==> src/rtl/key_debouncer.sv <==
// Push-button conditioner: two-flop synchroniser, per-key stability-counter debounce,
// registered active-high level plus one-cycle press/release pulses.
// Optional auto-repeat press pulses while held: define KEY_AUTOREPEAT_EN.
module key_debouncer #(
  parameter int N_KEYS        = 2,
  parameter int STABLE_CYCLES = 500000,
  parameter int CNT_W         = 20,
  parameter int REPEAT_DELAY  = 25000000,
  parameter int REPEAT_PERIOD = 5000000
) (
  input  logic              clk,
  input  logic              rst,
  input  logic [N_KEYS-1:0] key_n_in,
  output logic [N_KEYS-1:0] key_level,
  output logic [N_KEYS-1:0] key_press,
  output logic [N_KEYS-1:0] key_release
);

  localparam logic [CNT_W-1:0] STABLE_MAX = CNT_W'(STABLE_CYCLES - 1);

  logic [N_KEYS-1:0] sync1_r;
  logic [N_KEYS-1:0] sync2_r;
  logic [N_KEYS-1:0] stable_r;
  logic [CNT_W-1:0]  cnt_r [N_KEYS];
  logic [N_KEYS-1:0] press_r;
  logic [N_KEYS-1:0] release_r;
  logic [N_KEYS-1:0] mismatch_s;
  logic [N_KEYS-1:0] accept_s;
  logic [N_KEYS-1:0] press_next_s;
  logic [N_KEYS-1:0] release_next_s;

  if (STABLE_CYCLES < 2) begin : g_bad_stable
    $error("key_debouncer: STABLE_CYCLES must be at least 2");
  end
  if ((CNT_W < 1) || (CNT_W > 30) || ((STABLE_CYCLES - 1) >= (1 << CNT_W))) begin : g_bad_cnt_w
    $error("key_debouncer: CNT_W cannot hold STABLE_CYCLES-1");
  end

  // Two-flop synchroniser; idles at the released (high) level.
  always_ff @(posedge clk) begin
    if (rst) begin
      sync1_r <= {N_KEYS{1'b1}};
      sync2_r <= {N_KEYS{1'b1}};
    end else begin
      sync1_r <= key_n_in;
      sync2_r <= sync1_r;
    end
  end

  // Mismatch against the accepted level and acceptance on the final counted sample.
  always_comb begin
    mismatch_s = {N_KEYS{1'b0}};
    accept_s   = {N_KEYS{1'b0}};
    for (int i = 0; i < N_KEYS; i++) begin
      mismatch_s[i] = (~sync2_r[i]) != stable_r[i];
      accept_s[i]   = mismatch_s[i] && (cnt_r[i] == STABLE_MAX);
    end
  end

  // Stability counter and accepted level; any agreeing sample restarts the count.
  always_ff @(posedge clk) begin
    if (rst) begin
      stable_r <= {N_KEYS{1'b0}};
      for (int i = 0; i < N_KEYS; i++) begin
        cnt_r[i] <= {CNT_W{1'b0}};
      end
    end else begin
      for (int i = 0; i < N_KEYS; i++) begin
        if (!mismatch_s[i]) begin
          cnt_r[i] <= {CNT_W{1'b0}};
        end else if (accept_s[i]) begin
          cnt_r[i]    <= {CNT_W{1'b0}};
          stable_r[i] <= ~stable_r[i];
        end else begin
          cnt_r[i] <= cnt_r[i] + CNT_W'(1);
        end
      end
    end
  end

`ifdef KEY_AUTOREPEAT_EN
  localparam int RPT_MAX = (REPEAT_DELAY > REPEAT_PERIOD) ? REPEAT_DELAY : REPEAT_PERIOD;
  localparam int RPT_W   = $clog2(RPT_MAX) + 1;
  // Counter restarts on the cycle after each press pulse, hence the two-cycle offset.
  localparam logic [RPT_W-1:0] DELAY_TGT  = RPT_W'(REPEAT_DELAY - 2);
  localparam logic [RPT_W-1:0] PERIOD_TGT = RPT_W'(REPEAT_PERIOD - 2);

  logic [RPT_W-1:0]  rpt_cnt_r [N_KEYS];
  logic [N_KEYS-1:0] rpt_phase_r;
  logic [N_KEYS-1:0] rpt_fire_s;

  if ((REPEAT_DELAY < 2) || (REPEAT_PERIOD < 2)) begin : g_bad_repeat
    $error("key_debouncer: REPEAT_DELAY and REPEAT_PERIOD must be at least 2");
  end

  // Repeat fires only while the accepted level is held and not being released.
  always_comb begin
    rpt_fire_s = {N_KEYS{1'b0}};
    for (int i = 0; i < N_KEYS; i++) begin
      rpt_fire_s[i] = stable_r[i] && !accept_s[i] && !press_r[i] &&
                      (rpt_cnt_r[i] == (rpt_phase_r[i] ? PERIOD_TGT : DELAY_TGT));
    end
  end

  // Held-time counter; phase selects first delay versus steady repeat period.
  always_ff @(posedge clk) begin
    if (rst) begin
      rpt_phase_r <= {N_KEYS{1'b0}};
      for (int i = 0; i < N_KEYS; i++) begin
        rpt_cnt_r[i] <= {RPT_W{1'b0}};
      end
    end else begin
      for (int i = 0; i < N_KEYS; i++) begin
        if (!stable_r[i]) begin
          rpt_cnt_r[i]   <= {RPT_W{1'b0}};
          rpt_phase_r[i] <= 1'b0;
        end else if (press_r[i]) begin
          rpt_cnt_r[i] <= {RPT_W{1'b0}};
        end else begin
          rpt_cnt_r[i] <= rpt_cnt_r[i] + RPT_W'(1);
          if (rpt_fire_s[i]) begin
            rpt_phase_r[i] <= 1'b1;
          end
        end
      end
    end
  end
`else
  if ((REPEAT_DELAY < 0) || (REPEAT_PERIOD < 0)) begin : g_bad_repeat
    $error("key_debouncer: REPEAT_DELAY and REPEAT_PERIOD must not be negative");
  end
`endif

  // Edge pulses are decoded from the acceptance event, so they align with the level change.
  always_comb begin
    press_next_s   = {N_KEYS{1'b0}};
    release_next_s = {N_KEYS{1'b0}};
    for (int i = 0; i < N_KEYS; i++) begin
      press_next_s[i]   = accept_s[i] & ~stable_r[i];
      release_next_s[i] = accept_s[i] &  stable_r[i];
    end
`ifdef KEY_AUTOREPEAT_EN
    press_next_s = press_next_s | rpt_fire_s;
`endif
  end

  // Registered press/release pulses.
  always_ff @(posedge clk) begin
    if (rst) begin
      press_r   <= {N_KEYS{1'b0}};
      release_r <= {N_KEYS{1'b0}};
    end else begin
      press_r   <= press_next_s;
      release_r <= release_next_s;
    end
  end

  assign key_level   = stable_r;
  assign key_press   = press_r;
  assign key_release = release_r;

endmodule

==> config.mk <==
export PLATFORM = sky130hd
export DESIGN_NAME = key_debouncer
export DESIGN_NICKNAME = d
export VERILOG_FILES = /design/src/rtl/key_debouncer.sv
export SDC_FILE = /design/constraint.sdc
export NUM_CORES = 1
export LEC_CHECK = 0
export ABC_AREA = 1
export ABC_CLOCK_PERIOD_IN_PS = 1800
export BUFFER_PORTS_ARGS = -buffer_cell sky130_fd_sc_hd__buf_2
export CORE_MARGIN = 3
export CORE_UTILIZATION = 53
export CTS_CLUSTER_DIAMETER = 120
export DETAILED_ROUTE_END_ITERATION = 7
export PLACE_DENSITY = 0.72
export SYNTH_ARGS = -nofsm -noshare
export SYNTH_HDL_FRONTEND = slang
export SYNTH_SLANG_ARGS = --single-unit
export TNS_END_PERCENT = 10
==> constraint.sdc <==
create_clock -name clk -period 1.8 [get_ports clk]
set_clock_uncertainty 0.05 [all_clocks]
set_input_delay 0.09 -clock clk [delete_from_list [all_inputs] [get_ports clk]]
set_output_delay 0.09 -clock clk [all_outputs]
set_load 0.05 [all_outputs]
After elaboration in Yosys (flattened, before gate mapping)

Memories as Yosys holds them, arrays and structs flattened.
Cells that the tools add are included.

Multiplexer cells: 30
Shifts and indexed selects: 0
Eq/ne operators: 4
Div/mod/pow operators: 0
Order comparisons: 0
Reduce and logical (&&, ||, !) cells: 4
Bitwise operators: 14
Add/sub/neg operators: 2
Multiply operators: 0

Operators by type and width:

| cell                                                  | number |
|---|---|
| 2-to-1 mux 20 bit                                     | 6 |
| adder 20 x 1 -> 20 bit, second input constant         | 2 |
| equality test 20 x 19 -> 1 bit, second input constant | 2 |
| 2-to-1 mux 1 bit                                      | 24 |
| OR 1 bit                                              | 6 |
| bitwise AND 1 bit                                     | 4 |
| NOT 1 bit                                             | 4 |
| AND reduction 2 bit                                   | 2 |
| logical AND 1 bit                                     | 2 |
| inequality test 1 bit                                 | 2 |

Word-level logic and storage cells: 61
Latch bits: 0
RAM bits: 40
Register bits: 10
Output and inout port bits: 6
ROM bits: 0
Memories: 1
Bits of input ports: 4

Memory list:

| name  | depth | bits a word | read ports | clocked after Yosys merged registers in | write ports | RTL line | RTL |
|---|---|---|---|---|---|---|---|
| cnt_r | 2     | 20          | 2          | 0                                       | 2           | 24       | `logic [CNT_W-1:0] cnt_r [N_KEYS];` |

Logic depth before layout (Yosys ltp)

Gate-level depths: netlist (run 1).

Depth after elaboration: 9
Gate-level depth with buffers: 11

Worst setup path before layout (run 1)

No wires, ideal clock.

Path type: register -> register
Start: memory cnt_r[1][0]
End: memory cnt_r[1][16], data pin
Data required time: 1.501 ns
Path buffers: 1
Period minus slack after synthesis: 1.563 ns
Library setup time: 0.249 ns
Arrival time: 1.264 ns
Setup slack: 0.237 ns
Cell stages (with the launch flop): 12
Path through: edfxtp_1 > ha_1 > nand2_2 > nor2_8 > nand3_2 > nor2_4 > nand2_2 > nand2_2 > buf_6 > inv_2 > nand2_1 > inv_1

RTL lines:

| what        | RTL line |
|---|---|
| from (decl) | 24 |

==> results of run 1 <==
==> worst max-delay path: cells and delay by family, from the launching register on <==
family        cells  cell delay, ns
xor+xnor          1            0.19
fa+ha+maj         1            0.22
simple gates      4            0.48
flops             1            0.39
buf+inv           2            0.17
==> sequential cells by signal (all words and copies together), names as in the netlist <==
name         cells
key_release      2
cnt_r           40
sync1_r          2
key_level        2
key_press        2
sync2_r          2
==> cell usage after synthesis <==
master,instances,share of area
nand4_1,9,0.020
a21oi_1,16,0.029
inv_2,5,0.0067
dfxtp_1,10,0.072
nor2_2,6,0.013
or2_2,5,0.011
nand2_1,85,0.11
o21bai_1,2,0.0054
nor2_1,71,0.095
xnor2_1,8,0.025
nand3_1,18,0.032
edfxtp_1,40,0.43
nor2_4,2,0.0080
ha_1,2,0.0089
o21ai_0,4,0.0072
or2_0,2,0.0045
nor2_8,1,0.0072
nand2_2,5,0.011
xor2_1,8,0.025
nor3_1,3,0.0054
nand3_2,3,0.011
buf_6,1,0.0040
inv_1,34,0.046
conb_1,1,0.0013
buf_4,3,0.0080
==> layer usage <==
metal	share of wire	wire length (µm)	track usage
met5	0	0	0
met4	0.0065	35	0.0315
met3	0.063	340	0.0413
met2	0.43	2290	0.289
met1	0.50	2700	0.290
==> cell families (layout without fill, tap and decap cells) <==
logic type	after synthesis	after routing	share of synthesized area
flops	50	50	0.501
fa+ha+maj	2	2	0.00894
xor+xnor	16	16	0.0501
simple gates	210	210	0.333
other cells	1	40	0.00134
buf+inv	43	71	0.0644
compound gates	22	22	0.0411
==> worst min path at each step <==
stage	startpoint	end	slack [ns]	cells after the start
final	sync1_r[1]	sync2_r[1]	0.38	1
after global routing	sync1_r[0]	sync2_r[0]	0.40	1
after CTS	sync1_r[1]	sync2_r[1]	0.37	1
after detailed placement	key_n_in[1]	sync1_r[1]	0.22	2
after global placement	key_n_in[1]	sync1_r[1]	0.23	2
after floorplan	rst	key_level[1]	0.11	1
==> area by class of cell <==
class | instances | area share
clock inverters | 2 | 0.0110
clock buffers | 6 | 0.0220
inverters | 39 | 0.0444
repair buffers | 24 | 0.0538
multi-input cells | 290 | 0.419
well taps | 67 | 0.0254
flip-flops and latches | 50 | 0.425
==> power groups by stage <==
stage / combinational [mW] / sequential, mW / clock [mW]
after floorplan: 0.0913 / 1.35 / 0
final: 0.130 / 1.33 / 0.783
after CTS: 0.120 / 1.33 / 0.801
after global routing: 0.151 / 1.34 / 0.851
after global placement: 0.113 / 1.36 / 0
after detailed placement: 0.114 / 1.36 / 0
==> through the flow <==
| step | setup TNS (ns) | cells | cell area [µm²] | setup slack (ns) |
|---|---|---|---|---|
| after floorplan | 0 | 383 | 2940 | 0.237 |
| after global placement | 0 | 461 | 3100 | 0.108 |
| after detailed placement | 0 | 461 | 3100 | 0.0624 |
| after CTS | 0 | 472 | 3240 | 0.0446 |
| after global routing | -0.00416 | 478 | 3300 | -0.00416 |
| final | 0 | 478 | 3300 | 0.0728 |
==> what timing repair did <==
action / in CTS / in global routing
setup buffers: 0 / 6
hold endpoints to repair: 3 / 0
resized for setup: 0 / 4
hold buffers: 3 / 0
setup endpoints to repair: 0 / 20
==> impl_metrics.tcl, run 1 <==
set metrics [dict create \
    maxSlewViolCount 0 \
    ys_seq_area_frac 0.501 \
    power_mw 2.25 \
    path_cells "ha_2 -> nand2_4 -> nor2_8 -> buf_4 -> inv_1 -> nor2_1 -> xor2_1 -> nor2_1" \
    arrival_ns 1.74 \
    io_pins 10 \
    io_buffers 9 \
    layout_commonest_cell "nand2_1" \
    p_sw_uw 490 \
    pwr-share-seq 0.593 \
    clk-insertion-delay-late_ns 0.30 \
    multi_input_area_um2 1380 \
    cts_made_buffers 5 \
    layout_common_cells "nand2_1 (85), nor2_1 (71), edfxtp_1 (40), conb_1 (40), inv_1 (34)" \
    yosys_warnings 0 \
    crit_fanout 4 \
    syn_to_final_growth_pct 18.0 \
    comb_power_share 0.058 \
    diodes 0 \
    ctsHtreeMaxLevel 2 \
    fillCellCount 417 \
    clock_sinks 50 \
    hpwl_mm 4.13 \
    syn_inst 344 \
    routed_via_density 4.76 \
    cts.clk_slew.worst_paths_ns 0.09 \
    finalSetupViolations 0 \
    criticalPathCategory "register to register" \
    start_util 0.570 \
    wire_per_inst_um 11.2 \
    synth_cell_types 25 \
    p_clk_frac 0.349 \
    slowest_delay_ns 0.39 \
    min_period_ns 1.73 \
    holdCritPathClass "register to register" \
    cts_root_buf "clkbuf_8" \
    ys_ff_latch 50 \
    critPathRequiredTime_ns 1.81 \
    grt_pass1_wl_mm 9.53 \
    grt_max_degree 16 \
    status "complete, no violations" \
    ff2ff_path_depth 8 \
    sw_frac_of_total 0.218 \
    powerDensity_nw_per_um2 680 \
    cts_tree "yes" \
    regToRegEndpoint "cnt_r[1][6]" \
    vias 2273 \
    holdWs_ns 0.376 \
    gp_congestion 0.887 \
    final_util 0.672 \
    endpoint "cnt_r[1][6]" \
    crit_path_frequent_cell "nor2_1" \
    cp-startpoint "cnt_r[1][0]" \
    grtUsageTotal 0.193 \
    p_int_mw 1.76 \
    start_kind "register" \
    p_leak_nw 1.34 \
    peakVddDrop_mv 0.447 \
    netlist_area_um2 2800 \
    core-area_um2 4910 \
    rows 25 \
    critPathSlowestCell "edfxtp_1" \
    wirelength_mm 5.37 \
    finalCritPeriodShare 0.960 \
    grt_pass1_vias 2149 \
    chipHeight_um 78.7 \
    drc 0 \
    synth_area_per_cell_um2 8.13 \
    maxCapViolations 0 \
    drtIter0Drc 175 \
    finalHoldViolCount 0 \
    fmax_mhz 579 \
    gr-total-overflow 0 \
    antenna_found_initial 0 \
    dieWidth_um 78.7 \
    layout.nets 416 \
    final_layout_size_suffix_gt1_frac 0.136 \
    dieArea_um2 6190 \
    ant_nets 0 \
    r2r-start "cnt_r[1][0]" \
    clockBufferDepth 2 \
    seq_area_um2 1400 \
    drt_pass1_iterations 5 \
    ff2ff_setup_slack_ns 0.07 \
    cp-end-kind "register" \
]
No activity file was read; power rests on OpenSTA's default activity.
==> run 2: changes to the inputs <==
--- a/config.mk
+++ b/config.mk
@@ -13,6 +13,7 @@
 export CTS_CLUSTER_DIAMETER = 120
 export DETAILED_ROUTE_END_ITERATION = 7
 export PLACE_DENSITY = 0.72
+export REMOVE_ABC_BUFFERS = 1
 export SYNTH_ARGS = -nofsm -noshare
 export SYNTH_HDL_FRONTEND = slang
 export SYNTH_SLANG_ARGS = --single-unit
==> run 2 against run 1 <==
Against the previous run: first-iteration DRC count decreased by 25%; worst setup slack improved by 0.030 ns; routed wire length decreased by 1.8%; clock-buffer cell count unchanged; sequential share of layout area increased by 0.23 points; maximum frequency increased by 1.8%; global-route usage decreased by 0.65 points.
==> impl_metrics.tcl, run 2 (synthesis results as in run 1) <==
set metrics [dict create \
    status "complete, no violations" \
    dieWidth_um 78.7 \
    min_path_cells 1 \
    cts_root_buf "clkbuf_8" \
    maxSlewViolCount 0 \
    final_layout_size_suffix_gt1_frac 0.139 \
    antenna_found_initial 0 \
    ff2ff_path_depth 11 \
    finalCritPeriodShare 0.943 \
    ff2ff_setup_slack_ns 0.10 \
    dieArea_um2 6190 \
    slowest_delay_ns 0.43 \
    path_cells "ha_4 -> nand2_4 -> nor2_8 -> nand3_2 -> nor2_4 -> nand2_2 -> nand2_2 -> buf_6 -> inv_2 -> nand2_1 -> inv_1" \
    cp-startpoint "cnt_r[1][0]" \
    holdCritStartpoint "sync1_r[0]" \
    cts.clk_slew.worst_paths_ns 0.09 \
    chipHeight_um 78.7 \
    grt_max_degree 16 \
    seq_area_um2 1400 \
    diodes 0 \
    final_area_um2 3280 \
    grt_pass1_wl_mm 9.06 \
    gp_congestion 0.854 \
    layout.nets 415 \
    crit_path_frequent_cell "nand2_2" \
    criticalPathCategory "register to register" \
    vias 2263 \
    layout_commonest_cell "nand2_1" \
    fin_setup_tns_ns 0 \
    cts_tree "yes" \
    core-area_um2 4910 \
    gr-total-overflow 0 \
    min_period_ns 1.70 \
    p_leak_nw 1.33 \
    drt_pass1_iterations 6 \
    critPathRequiredTime_ns 1.82 \
    maxCapViolations 0 \
    critPathSlowestCell "edfxtp_1" \
    r2r-start "cnt_r[1][0]" \
    wire_per_inst_um 11.1 \
    arrival_ns 1.71 \
    crit_fanout 8 \
    start_kind "register" \
    largest_reg_flops 40 \
    clock_sinks 50 \
    routed_via_density 4.74 \
    postPlaceCellArea_um2 3090 \
    multi_input_area_um2 1380 \
    io_pins 10 \
    hpwl_mm 4.04 \
    peakVddDrop_mv 0.492 \
    finalHoldViolCount 0 \
    fmax_mhz 589 \
    largest-register "cnt_r" \
    finalSetupViolations 0 \
    crit_buf_inv 3 \
    fillCellCount 433 \
    syn_to_final_growth_pct 17.4 \
    ant_nets 0 \
    crit_family "simple AND/OR/NAND/NOR gates" \
    grt_pass1_vias 2035 \
    cp-end-kind "register" \
    io_buffers 9 \
    start_util 0.570 \
    cts_made_buffers 5 \
    clockBufferDepth 2 \
    rows 25 \
    clk-insertion-delay-late_ns 0.29 \
    powerDensity_nw_per_um2 664 \
    wirelength_mm 5.28 \
    min_to "sync2_r[0]" \
    ctsHtreeMaxLevel 2 \
    layout_common_cells "nand2_1 (85), nor2_1 (70), edfxtp_1 (40), conb_1 (40), inv_1 (34)" \
    drtIter0Drc 132 \
    drc 0 \
    grtUsageTotal 0.186 \
    holdCritPathClass "register to register" \
    regToRegEndpoint "cnt_r[1][16]" \
]
==> run 2: repair_timing <==
action | 4_1_cts | 5_1_grt
endpoints found under the hold margin | 3 | 0
hold buffers | 3 | 0
setup endpoints to repair | 0 | 20
buffers inserted | 0 | 4
gates resized for setup | 0 | 6
==> run 2: where the power goes <==
group	internal, mW	leakage, nW	switching, mW
clock	0.354	0.0561	0.367
sequential	1.29	0.494	0.0448
combinational	0.0503	0.782	0.0772
total	1.69	1.33	0.489
==> run 2: worst max-delay path by stage <==
| stage | endpoint | cells past startpoint | slack (ns) |
|---|---|---|---|
| 2_1_floorplan | cnt_r[0][10] | 6 | 0.05 |
| 3_3_place_gp | cnt_r[1][16] | 11 | 0.10 |
| 3_5_place_dp | cnt_r[1][16] | 11 | 0.07 |
| 4_1_cts | cnt_r[1][16] | 11 | 0.05 |
| 5_1_grt | cnt_r[1][16] | 11 | -0.02 |
| 6_report | cnt_r[1][16] | 11 | 0.10 |
==> run 2: through the flow <==
| stage | worst slack (ns) | util | instances | total power [mW] | hold slack (ns) |
|---|---|---|---|---|---|
| 2_1_floorplan | 0.0495 | - | 379 | 1.43 | 0.109 |
| 3_3_place_gp | 0.103 | 0.630 | 462 | 1.47 | 0.229 |
| 3_5_place_dp | 0.0682 | 0.630 | 462 | 1.47 | 0.233 |
| 4_1_cts | 0.0542 | 0.657 | 473 | 2.19 | 0.370 |
| 5_1_grt | -0.0168 | 0.669 | 477 | 2.27 | 0.395 |
| 6_report | 0.103 | 0.669 | 477 | 2.18 | 0.370 |
==> run 2: layer usage <==
metal | vias to the layer above | wire length [µm] | GRT usage | share of wire
met2 | 51 | 2240 | 0.266 | 0.42
met4 | 0 | 50 | 0.0577 | 0.0095
met5 | - | 0 | 0 | 0
met3 | 5 | 269 | 0.0344 | 0.051
li1 | 1192 | - | - | -
met1 | 1015 | 2710 | 0.284 | 0.51
==> run 2: final cells by class <==
cell class              count  share of cell area
clock buffers               6              0.0286
clock inverters             2             0.00305
inverters                  39              0.0446
multi-input cells         290               0.421
flip-flops and latches     50               0.427
well taps                  67              0.0255
repair buffers             23              0.0503
==> run 3: changes to the inputs <==
--- a/config.mk
+++ b/config.mk
@@ -6,13 +6,13 @@
 export NUM_CORES = 1
 export LEC_CHECK = 0
 export ABC_AREA = 1
-export ABC_CLOCK_PERIOD_IN_PS = 1800
+export ABC_CLOCK_PERIOD_IN_PS = 1740
 export BUFFER_PORTS_ARGS = -buffer_cell sky130_fd_sc_hd__buf_2
 export CORE_MARGIN = 3
 export CORE_UTILIZATION = 53
 export CTS_CLUSTER_DIAMETER = 120
 export DETAILED_ROUTE_END_ITERATION = 7
-export PLACE_DENSITY = 0.72
+export PLACE_DENSITY = 0.78
 export REMOVE_ABC_BUFFERS = 1
 export SYNTH_ARGS = -nofsm -noshare
 export SYNTH_HDL_FRONTEND = slang
==> constraint.sdc (replaced) <==
create_clock -name clk -period 1.74 [get_ports clk]
set_clock_uncertainty 0.05 [all_clocks]
set_input_delay 0.087 -clock clk [delete_from_list [all_inputs] [get_ports clk]]
set_output_delay 0.087 -clock clk [all_outputs]
set_load 0.05 [all_outputs]
==> run 3 against run 2 <==
Against the previous run: worst setup slack worse by 0.066 ns; maximum frequency down 0.36%; sequential cell count unchanged; core utilization up 0.76 points; power up 5.7%; critical path type unchanged; first-iteration DRC count up 70%; sequential share of layout area down 0.48 points; sequential power up 4%; critical endpoint unchanged; clock-buffer cell count unchanged.
==> impl_metrics.tcl, run 3 (synthesis results as in run 1) <==
set metrics [dict create \
    status "complete, no violations" \
    critPathRequiredTime_ns 1.76 \
    drc 0 \
    vias 2317 \
    ctsHtreeMaxLevel 2 \
    peakVddDrop_mv 0.381 \
    gp_congestion 0.855 \
    clock_sinks 50 \
    core-area_um2 4910 \
    finalSetupViolations 0 \
    cts_made_buffers 5 \
    holdWs_ns 0.409 \
    grt_pass1_wl_mm 9.27 \
    power_mw 2.31 \
    dp_cells 464 \
    fmax_mhz 587 \
    maxSlewViolCount 0 \
    largest_reg_flops 40 \
    final_layout_size_suffix_gt1_frac 0.144 \
    min_path_cells 1 \
    ff2ff_path_depth 11 \
    finalCritPeriodShare 0.979 \
    hpwl_mm 4.02 \
    rsz0062_at_grt "yes" \
    final_util 0.676 \
    r2r-start "cnt_r[1][1]" \
    final_cells 478 \
    arrival_ns 1.72 \
    fin_setup_tns_ns 0 \
    layout.nets 416 \
    cts_tree "yes" \
    final_area_um2 3320 \
    diodes 0 \
    start_kind "register" \
    regToRegEndpoint "cnt_r[1][16]" \
    criticalPathCategory "register to register" \
    grt_max_degree 18 \
    fin_ws_ns 0.0371 \
    dieWidth_um 78.7 \
    finalHoldViolCount 0 \
    routed_via_density 4.85 \
    layout_common_cells "nand2_1 (85), nor2_1 (70), edfxtp_1 (40), conb_1 (40), inv_1 (34)" \
    wire_per_inst_um 11.3 \
    ant_nets 0 \
    p_leak_nw 1.35 \
    min_to "sync2_r[0]" \
    dp_slack_ns 0.00675 \
    drtIter0Drc 225 \
    chipHeight_um 78.7 \
    holdCritPathClass "register to register" \
    maxCapViolations 0 \
    dieArea_um2 6190 \
    cp-end-kind "register" \
    antenna_found_initial 0 \
    syn_to_final_growth_pct 18.7 \
    holdCritStartpoint "sync1_r[0]" \
    cts.clk_slew.worst_paths_ns 0.10 \
    clk-insertion-delay-late_ns 0.30 \
    gr-total-overflow 0 \
    min_period_ns 1.70 \
    clockBufferDepth 2 \
    postPlaceCellArea_um2 3120 \
    rows 25 \
    drt_pass1_iterations 4 \
    io_buffers 9 \
    crit_fanout 9 \
    powerDensity_nw_per_um2 694 \
    start_util 0.570 \
    largest-register "cnt_r" \
    io_pins 10 \
    layout_commonest_cell "nand2_1" \
    cts_root_buf "clkbuf_8" \
    ff2ff_setup_slack_ns 0.04 \
    grt_pass1_vias 2083 \
    wirelength_mm 5.40 \
    grtUsageTotal 0.187 \
]
==> run 3: cell count changes in the layout (fill, tap and decap cells not counted) <==
cell,delta
inv_6,+1
nand2_2,-1
nand2_4,+1
clkinv_4,+1
buf_12,+1
nand3_1,-1
clkinv_2,-2
nand3_2,+1
==> run 3: area by class of cell <==
cell class	instances	area, µm²
clock buffer	6	93.8
clock inverter	2	17.5
fill	407	1590
inverter	39	146
multi-input combinational	290	1390
sequential	50	1400
tap	67	83.8
timing repair buffer	24	185
==> run 3: metal layers <==
metal,routed length (µm),vias up,part of all wire,track usage
li1,-,1195,-,-
met1,2680,1067,0.50,0.270
met2,2370,47,0.44,0.285
met3,276,8,0.051,0.0344
met4,63,0,0.012,0.0594
met5,0,-,0,0
==> run 3: worst max path at each step <==
stage | cells after the start | end | slack, ns | startpoint
final | 11 | cnt_r[1][16] | 0.04 | cnt_r[1][1]
after global routing | 11 | cnt_r[1][16] | -0.06 | cnt_r[1][1]
after CTS | 11 | cnt_r[1][16] | 0.02 | cnt_r[1][0]
after detailed placement | 9 | cnt_r[1][12] | 0.007 | cnt_r[1][0]
after global placement | 9 | cnt_r[1][1] | 0.08 | cnt_r[1][0]
after floorplan | 6 | cnt_r[0][10] | -0.01 | cnt_r[0][0]
==> run 3: worst max-delay path, cell delays in order, from the launching register on <==
cell and delay [ns]:
edfxtp_1 0.41, ha_4 0.17, nand2_4 0.07, nor2_8 0.15, nand3_2 0.09, nor2_4 0.14, nand2_2 0.08, nand2_4 0.09
buf_12 0.12, inv_2 0.03, nand2_1 0.04, inv_1 0.03
==> run 3: timing repair <==
item	in CTS	in global routing
resized for setup	1	7
buffers inserted	0	3
pin swaps	0	3
hold endpoints to repair	3	0
endpoints found under the setup margin	2	38
hold buffers	3	0
gates cloned	0	0
==> run 3: report_power, final <==
part | switching, mW | internal (mW) | total [mW] | leakage, nW
Clock | 0.409 | 0.379 | 0.788 | 0.0569
Combinational | 0.0851 | 0.0559 | 0.141 | 0.795
Sequential | 0.0438 | 1.33 | 1.38 | 0.494
